`src/rtl/pwm_fade_multi.sv`:
```
// pwm_fade_multi: multi-channel PWM LED fader sharing one free-running PWM counter;
// each channel runs its own fade-out / fade-in / breathe / off sequencer.
module pwm_fade_multi #(
    parameter int NumChannels = 4,
    parameter int CounterSize = 7,
    parameter int NumTicks    = (1 << 18) - 1
) (
    input  logic                     clk_i,
    input  logic                     rst_i,
    input  logic [NumChannels-1:0]   impulse_i,
    input  logic [2*NumChannels-1:0] mode_i,
    output logic [NumChannels-1:0]   modulated_o,
    output logic [NumChannels-1:0]   busy_o
);
    localparam int StepW = (NumTicks < 1) ? 1 : $clog2(NumTicks + 1);
    localparam logic [CounterSize-1:0] CounterMax = {CounterSize{1'b1}};
    localparam logic [StepW-1:0] StepMax = StepW'(NumTicks);

    typedef enum logic [1:0] {IDLE, FADE_DOWN, FADE_UP} state_e;
    typedef enum logic [1:0] {FADE_OUT = 2'b00, FADE_IN = 2'b01, BREATHE = 2'b10, OFF = 2'b11} mode_e;

    if (NumChannels < 1 || CounterSize < 1 || NumTicks < 1) begin : g_bad_params
        $fatal(1, "pwm_fade_multi: NumChannels, CounterSize and NumTicks must all be >= 1");
    end

    logic [CounterSize-1:0] pwm_cnt;

    always_ff @(posedge clk_i) begin
        if (rst_i) pwm_cnt <= '0;
        else       pwm_cnt <= pwm_cnt + 1'b1;
    end

    for (genvar c = 0; c < NumChannels; c++) begin : g_ch
        state_e                 state_q, state_d;
        mode_e                  mode_q, mode_d, mode_in;
        logic [CounterSize-1:0] level_q, level_d;
        logic [StepW-1:0]       step_q, step_d;
        logic                   step_evt;

        assign mode_in  = mode_e'(mode_i[2*c +: 2]);
        assign step_evt = (state_q != IDLE) && (step_q == StepMax);

        always_ff @(posedge clk_i) begin
            if (rst_i) begin
                state_q <= IDLE;
                mode_q  <= FADE_OUT;
                level_q <= '0;
                step_q  <= '0;
            end else begin
                state_q <= state_d;
                mode_q  <= mode_d;
                level_q <= level_d;
                step_q  <= step_d;
            end
        end

        // Turnaround happens on the step that lands on the end value, so level never wraps.
        always_comb begin
            state_d = state_q;
            mode_d  = mode_q;
            level_d = level_q;
            step_d  = (state_q == IDLE || step_evt) ? '0 : step_q + 1'b1;
            if (impulse_i[c]) begin
                mode_d  = mode_in;
                step_d  = '0;
                level_d = (mode_in == FADE_OUT) ? CounterMax : '0;
                state_d = (mode_in == FADE_OUT) ? FADE_DOWN : (mode_in == OFF) ? IDLE : FADE_UP;
            end else if (step_evt && state_q == FADE_DOWN) begin
                level_d = level_q - 1'b1;
                if (level_q == CounterSize'(1)) state_d = (mode_q == BREATHE) ? FADE_UP : IDLE;
            end else if (step_evt && state_q == FADE_UP) begin
                level_d = level_q + 1'b1;
                if (level_q == CounterMax - 1'b1) state_d = (mode_q == BREATHE) ? FADE_DOWN : IDLE;
            end
        end

        assign modulated_o[c] = pwm_cnt < level_q;
        assign busy_o[c]      = state_q != IDLE;
    end
endmodule

```
`config.mk`:
```
export PLATFORM = sky130hd
export DESIGN_NAME = pwm_fade_multi
export DESIGN_NICKNAME = d
export VERILOG_FILES = /design/src/rtl/pwm_fade_multi.sv
export SDC_FILE = /design/constraint.sdc
export NUM_CORES = 1
export LEC_CHECK = 0
export CAP_MARGIN = 40
export CORE_AREA = 2 2 147 149
export DETAILED_ROUTE_END_ITERATION = 7
export DIE_AREA = 0 0 149 151
export HOLD_SLACK_MARGIN = 0.1
export SYNTH_ARGS = -nofsm -noshare
export SYNTH_HDL_FRONTEND = slang
export SYNTH_SLANG_ARGS = --single-unit
```
`constraint.sdc`:
```
create_clock -name clk_i -period 2.4 [get_ports clk_i]
set_input_delay 0.48 -clock clk_i [delete_from_list [all_inputs] [get_ports clk_i]]
set_output_delay 0.48 -clock clk_i [all_outputs]
set_load 0.005 [all_outputs]
```
# Word level (Yosys, flattened, before mapping)
# Index checks and enable logic that the tools add are counted.
[totals]
regBits = 123
input_bits = 14
out_inout_bits = 8
elab_cells = 162
[op_classes]
addsub = 13
order_cmp = 4
eq_ne = 32
n_mux = 52
reduce_logical = 44
[ops]
columns = ["operator", "count"]
rows = [
  ["$mux 7", 16],
  ["$add 18x1->18 const B", 4],
  ["$eq 18x18->1 const B", 4],
  ["$mux 2", 32],
  ["$add 7x1->7 const B", 5],
  ["$eq 7x1->1 const B", 4],
  ["$eq 7x7->1 const B", 4],
  ["$lt 7x7->1", 4],
  ["$sub 7x1->7 const B", 4],
  ["$eq 2x2->1 const B", 12],
  ["$reduce_bool 3->1", 8],
  ["$logic_not 2->1", 8],
  ["$logic_and 1x1->1", 12],
  ["$ne 3x2->1 const B", 4],
  ["$reduce_and 3->1", 4],
  ["$reduce_or 3->1", 4],
  ["$eq 2x1->1 const B", 4],
  ["$reduce_bool 2->1", 4],
  ["$logic_or 1x1->1", 4],
  ["$mux 1", 4],
]

# Depth between registers and ports, before layout
# Gate-level depths: netlist (run 1).
[logic_depth]
word_depth = 6
ltp_mapped = 9
depth_no_buf = 7

# Worst setup path after synthesis (run 1)
# OpenSTA, ideal clock, no wires.
[synth_timing]
path_type = "register -> register"
from = "register g_ch[0].step_q[0]"
to = "register g_ch[0].level_q[5]"
setup_time_ps = 74
arrival_ps = 2173
t_required_ps = 2326
slack_ps = 152
path_stages_with_launch = 8
n_path_buf = 1
period_less_slack_ps = 2248
cell_sequence = "dfxtp_1 > ha_1 > nand3_1 > or3_1 > buf_2 > or4_1 > a2111o_1 > a31oi_1"
[synth_via]
elab_chain_len = 5
elab_cells_between_ends = 7
classes_between = "eq/ne (1); mux (2); reduce/logical (4)"
[synth_lines]
columns = ["element", "line", "text"]
rows = [
  ["start: declaration", "37", "logic [StepW-1:0] step_q, step_d;"],
  ["start signal: assignment", "53", "step_q <= step_d;"],
  ["$eq 18x18->1 (*)", "41", "assign step_evt = (state_q != IDLE) && (step_q == StepMax);"],
  ["$logic_and 1x1->1 (*)", "41", ""],
  ["$logic_and 1x1->1", "68", "end else if (step_evt && state_q == FADE_DOWN) begin"],
  ["$mux 7", "68", ""],
  ["$mux 7", "63", "if (impulse_i[c]) begin"],
  ["end signal: assignment", "52", "level_q <= level_d;"],
  ["end: declaration", "36", "logic [CounterSize-1:0] level_q, level_d;"],
]
# Every way passes the cells marked *; elsewhere a longest branch is shown, timed or not.
# A chain may end at the register's enable or synchronous reset.

# Final worst setup path (run 1)
[layout_timing]
from = "register pwm_cnt[1]"
to = "output port modulated_o[3]"
[layout_via]
elab_chain_len = 1
[layout_lines]
columns = ["element", "line", "text"]
rows = [
  ["start: declaration", "26", "logic [CounterSize-1:0] pwm_cnt;"],
  ["start signal: assignment", "30", "else pwm_cnt <= pwm_cnt + 1'b1;"],
  ["$lt 7x7->1", "77", "assign modulated_o[c] = pwm_cnt < level_q;"],
  ["end: declaration", "12", "output logic [NumChannels-1:0] modulated_o,"],
]
# No other way between the ends.

==> results, run 1 <==
- The global-route wire length before repair is 28,700 um.
- The setup check on the worst reg-to-reg path leaves a slack of 0.13 ns.
- Data on the critical path is required at its endpoint by 1.92 ns.
- The post-synthesis area per instance is 8.25 um2.
- The highest metal layer with signal wires is met4.
- For this run, design rule violations remaining after detail routing come to 0.
- The finished layout holds 1,217 standard cells, fillers aside.
- The fraction of layout instances using a drive strength above 1 is 0.111.
- The TritonCTS clock tree is done.
- Power spread over the standard cell area amounts to 646 nW/um2.
- The via count of the first global-routing pass is 5,947.
- The class of the tightest hold or removal check is flop to flop.
- The number of top-level pins is 22.
- The number of setup buffers added after CTS is 0.
- The worst register-to-register path ends at g_ch[0].level_q[5].
- The library cell used most frequently in the layout, excluding fill and tap cells, is sky130_fd_sc_hd__nor2_1.
- The area taken by flip-flops and latches is 2470 um2.
- On the critical path, the stage with the largest delay is an instance of sky130_fd_sc_hd__dfxtp_4.
- Counting I/O delays and the setup requirement, the final critical path takes 2.35 ns.
- The largest net degree at the start of global routing is 21.
- Along the worst path, the maximum fanout reaches 6.
- The hold violation count in the final report is 0.
- Leaving out fill and tap cells, the most frequent cells in the layout are sky130_fd_sc_hd__nor2_1, sky130_fd_sc_hd__dfxtp_1, sky130_fd_sc_hd__nand3_1.
- The first detailed-routing pass ran for 5 iterations.
- The layout overhead on the synthesized area is 20.8%.
- The post-CTS clock slew at the launch and capture registers of the worst setup and hold paths is 0.05 ns.
- The max capacitance violation total is 0.
- The share of synthesized area in the top cell type comes to 0.342.
- After synthesis, the cell types taking the most area are sky130_fd_sc_hd__dfxtp_1, sky130_fd_sc_hd__ha_1, sky130_fd_sc_hd__nor2_1.
- The flow ran to the end, and the final reports show no timing, DRC or antenna violations.
- Synthesis produced a netlist with a net count of 937.
- The number of warnings printed during yosys synthesis is 0.
- The netlist area before placement is 7210 um2.
- At the end of the flow the core is filled with cells to 0.418.
- The proportion of synthesized chip area in sequential cells is 0.342.
- The port buffer count is 21.
- The floorplan step defined a core boundary enclosing 20,800 um2.
- The startpoint of the worst-slack reg-to-reg timing path is g_ch[0].step_q[0].
- The y dimension of the die is 151 um.
- The worst hold path terminates at g_ch[1].step_q[0].
- The diode insertion count for antenna repair is 0.
- The number of fill cells in the layout is 2,117.
- The global-route usage over all layers is 0.155.
- Dividing the final minimum period by the clock period gives 0.979.
- The most numerous cell on the critical path is sky130_fd_sc_hd__a21o_1.
- The maximum buffer depth of the clock tree is 2.
- The routed wire length is 16,400 um.
- The area of the multi-input gates is 4470 um2.
- The TritonCTS sink count is 123.
- The worst-skew pair later-pin latency is 0.42 ns.
- Counting flops with an async set or reset pin after synthesis yields a share of 0.
- STA puts the critical path data arrival time at 1.87 ns.
- Between clock sinks in the finished design, the worst skew comes to 0.00952 ns.
- The count of flip-flops with a built-in enable after synthesis is 0.
- The detailed router placed 6,363 vias in this run.
- The launching element type of the critical path is a flop.
- The count of nets left with antenna violations once routing finished came out at 0.
- The initialized floorplan defines 53 standard-cell rows.
- The most used flip-flop cell after synthesis is sky130_fd_sc_hd__dfxtp_1.
- The number of violations reported at the end of detailed-routing iteration 0 is 451.
- The die is 149 um wide.
- After detailed routing, the wire length on met1 is 8230 um.
- After legalization and detailed placement, the total HPWL measured 11,600 um.
- The distinct cell type count after synthesis is 60.
- The maximum clock frequency is 425 MHz.
- For this run, the post-layout net count is 992.
- The worst min-delay path startpoint is g_ch[1].step_q[0].
- CTS placed an instance of sky130_fd_sc_hd__clkbuf_16 at the clock tree root.
- The design draws 5.63 mW.
- The routed length on met2 is 7200 um.
- The initial utilization of the core area, before any placement, comes to 0.346.
- In this run the static leakage power is 3.27 nW.
- The classification of the worst setup path is flop to output port.
- Measured in cells, the most critical reg-to-reg path has a length of 6.
- Setup violations remaining at the end of the flow were counted as 0.
- The finished cells cover 8710 um2.
- Counting tap cells, the placed design contains a total of 1,185 instances.
- The signal on the critical path passes through ha_1, a21o_1, a21o_1, a211oi_2, o31a_1, buf_2.
- The die covers 22,500 um2.
- The overall overflow remaining after global route is 0.
- The max-slew violation count is 0.
- The worst setup path is captured at an output port.
- In this run, synthesis produced a sequential element count of 123.
- The cell type contributing the most total cell area after synthesis is sky130_fd_sc_hd__dfxtp_1.
- VDD sags by at most 0.000453 V.
- The largest stage delay on the critical path is 0.38 ns.
- The final critical-path setup slack is 0.0497 ns.
- Timing analysis after detailed placement gives a worst setup slack of -0.122 ns.
- At the end of routability-driven placement, the weighted congestion stood at 0.847.
- The number of stages on the worst hold path is 1.
- The number of antenna violations at the first check in global routing is 0.
- The worst slew slack as a fraction of its limit is 0.633.
- Summing all placed instances gives a cell area of 8000 um2.
- The total clock buffers created by CTS is 17.
- Setup repair after global routing could not meet its margin everywhere.
- The slew at the pin closest to its max-slew limit is 0.549 ns.
- Wire segments on met3 add up to 741 um in the final route.
- The routed via count divided by cell count is 5.23.
- In the synthesized netlist, the number of instances is 874.
- The average routed wire per standard cell is 13.4 um.
- CTS built an H-tree with a depth of 4.
[report_power, final]
| group | switching [mW] | total (mW) | internal, mW |
|---|---|---|---|
| sequential | 0.0501 | 2.15 | 2.10 |
| combinational | 0.286 | 0.551 | 0.264 |
| clock | 0.959 | 2.93 | 1.97 |
[cells by family after synthesis]
kind of cell,count (synthesis),synth area share
AND/OR/NAND/NOR,390,0.277
AO/OA/AOI/OAI,138,0.143
flip-flops,123,0.342
buffers and inverters,87,0.0458
XOR/XNOR,74,0.0899
adder cells (fa/ha/maj),49,0.0850
multiplexers,13,0.0180
[worst max-delay path, delay by kind of cell, from the launching register on]
family                   cells  cell delay [ns]
buffers and inverters        1             0.12
flip-flops                   1             0.38
adder cells (fa/ha/maj)      1             0.30
AO/OA/AOI/OAI                4             0.67
[routing by layer]
| metal | GRT usage | vias up |
|---|---|---|
| met5 | 0 | - |
| met4 | 0.0448 | 0 |
| met3 | 0.0407 | 14 |
| met2 | 0.238 | 120 |
| met1 | 0.215 | 2956 |
| li1 | - | 3273 |
[flip-flops by register name, summed over array words and instances (netlist names)]
register / flops
g_ch.step_q: 72
g_ch.level_q: 28
g_ch.state_q: 8
pwm_cnt: 7
g_ch.mode_q: 8
[per-stage QoR]
step           hold slack (ns)  setup TNS [ns]
2_1_floorplan            0.430               0
3_3_place_gp             0.441          -0.228
3_5_place_dp             0.455          -0.351
4_1_cts                  0.468               0
5_1_grt                  0.479          -0.146
6_report                 0.465               0
[layout make-up]
cell class	count	share of cell area
Multi-Input combinational cell	664	0.513
Sequential cell	123	0.284
Timing Repair Buffer	71	0.0649
Clock buffer	20	0.0513
Tap cell	275	0.0395
Clock inverter	12	0.0251
Inverter	52	0.0224
[Yosys cell counts (all sizes together) (13+ instances only)]
| master | instances |
|---|---|
| xor2 | 33 |
| nor3 | 31 |
| ha | 49 |
| nand3 | 53 |
| and4 | 14 |
| nand4 | 33 |
| dfxtp | 123 |
| and3 | 22 |
| a211oi | 13 |
| nor2 | 127 |
| mux2i | 13 |
| xnor2 | 41 |
| inv | 51 |
| clkbuf | 29 |
| nor4 | 17 |
| a21oi | 22 |
| nand2 | 40 |
[how the worst max path moves through the flow]
| stage | depth (start not counted) | slack [ns] | end | start |
|---|---|---|---|---|
| 3_3_place_gp | 6 | -0.10 | modulated_o[0] | pwm_cnt[1] |
| 5_1_grt | 6 | -0.06 | modulated_o[3] | pwm_cnt[1] |
| 2_1_floorplan | 7 | 0.15 | g_ch[0].level_q[5] | g_ch[0].step_q[0] |
| 3_5_place_dp | 6 | -0.12 | modulated_o[0] | pwm_cnt[1] |
| 6_report | 6 | 0.05 | modulated_o[3] | pwm_cnt[1] |
| 4_1_cts | 6 | 0.002 | modulated_o[1] | pwm_cnt[1] |
[repair_timing]
| item | CTS | global route |
|---|---|---|
| endpoints found under the setup margin | 4 | 6 |
| hold endpoints to repair | 0 | 0 |
| pin swaps | 8 | 5 |
| hold buffers | 0 | 0 |
| gates resized for setup | 23 | 7 |
No activity file was read; power rests on OpenSTA's default activity.
==> run 2: changes to the inputs <==
--- a/config.mk
+++ b/config.mk
@@ -5,7 +5,6 @@
 export SDC_FILE = /design/constraint.sdc
 export NUM_CORES = 1
 export LEC_CHECK = 0
-export CAP_MARGIN = 40
 export CORE_AREA = 2 2 147 149
 export DETAILED_ROUTE_END_ITERATION = 7
 export DIE_AREA = 0 0 149 151
==> results of run 2 <==
The final DEF is identical to that of run 1; final timing and power are the same.
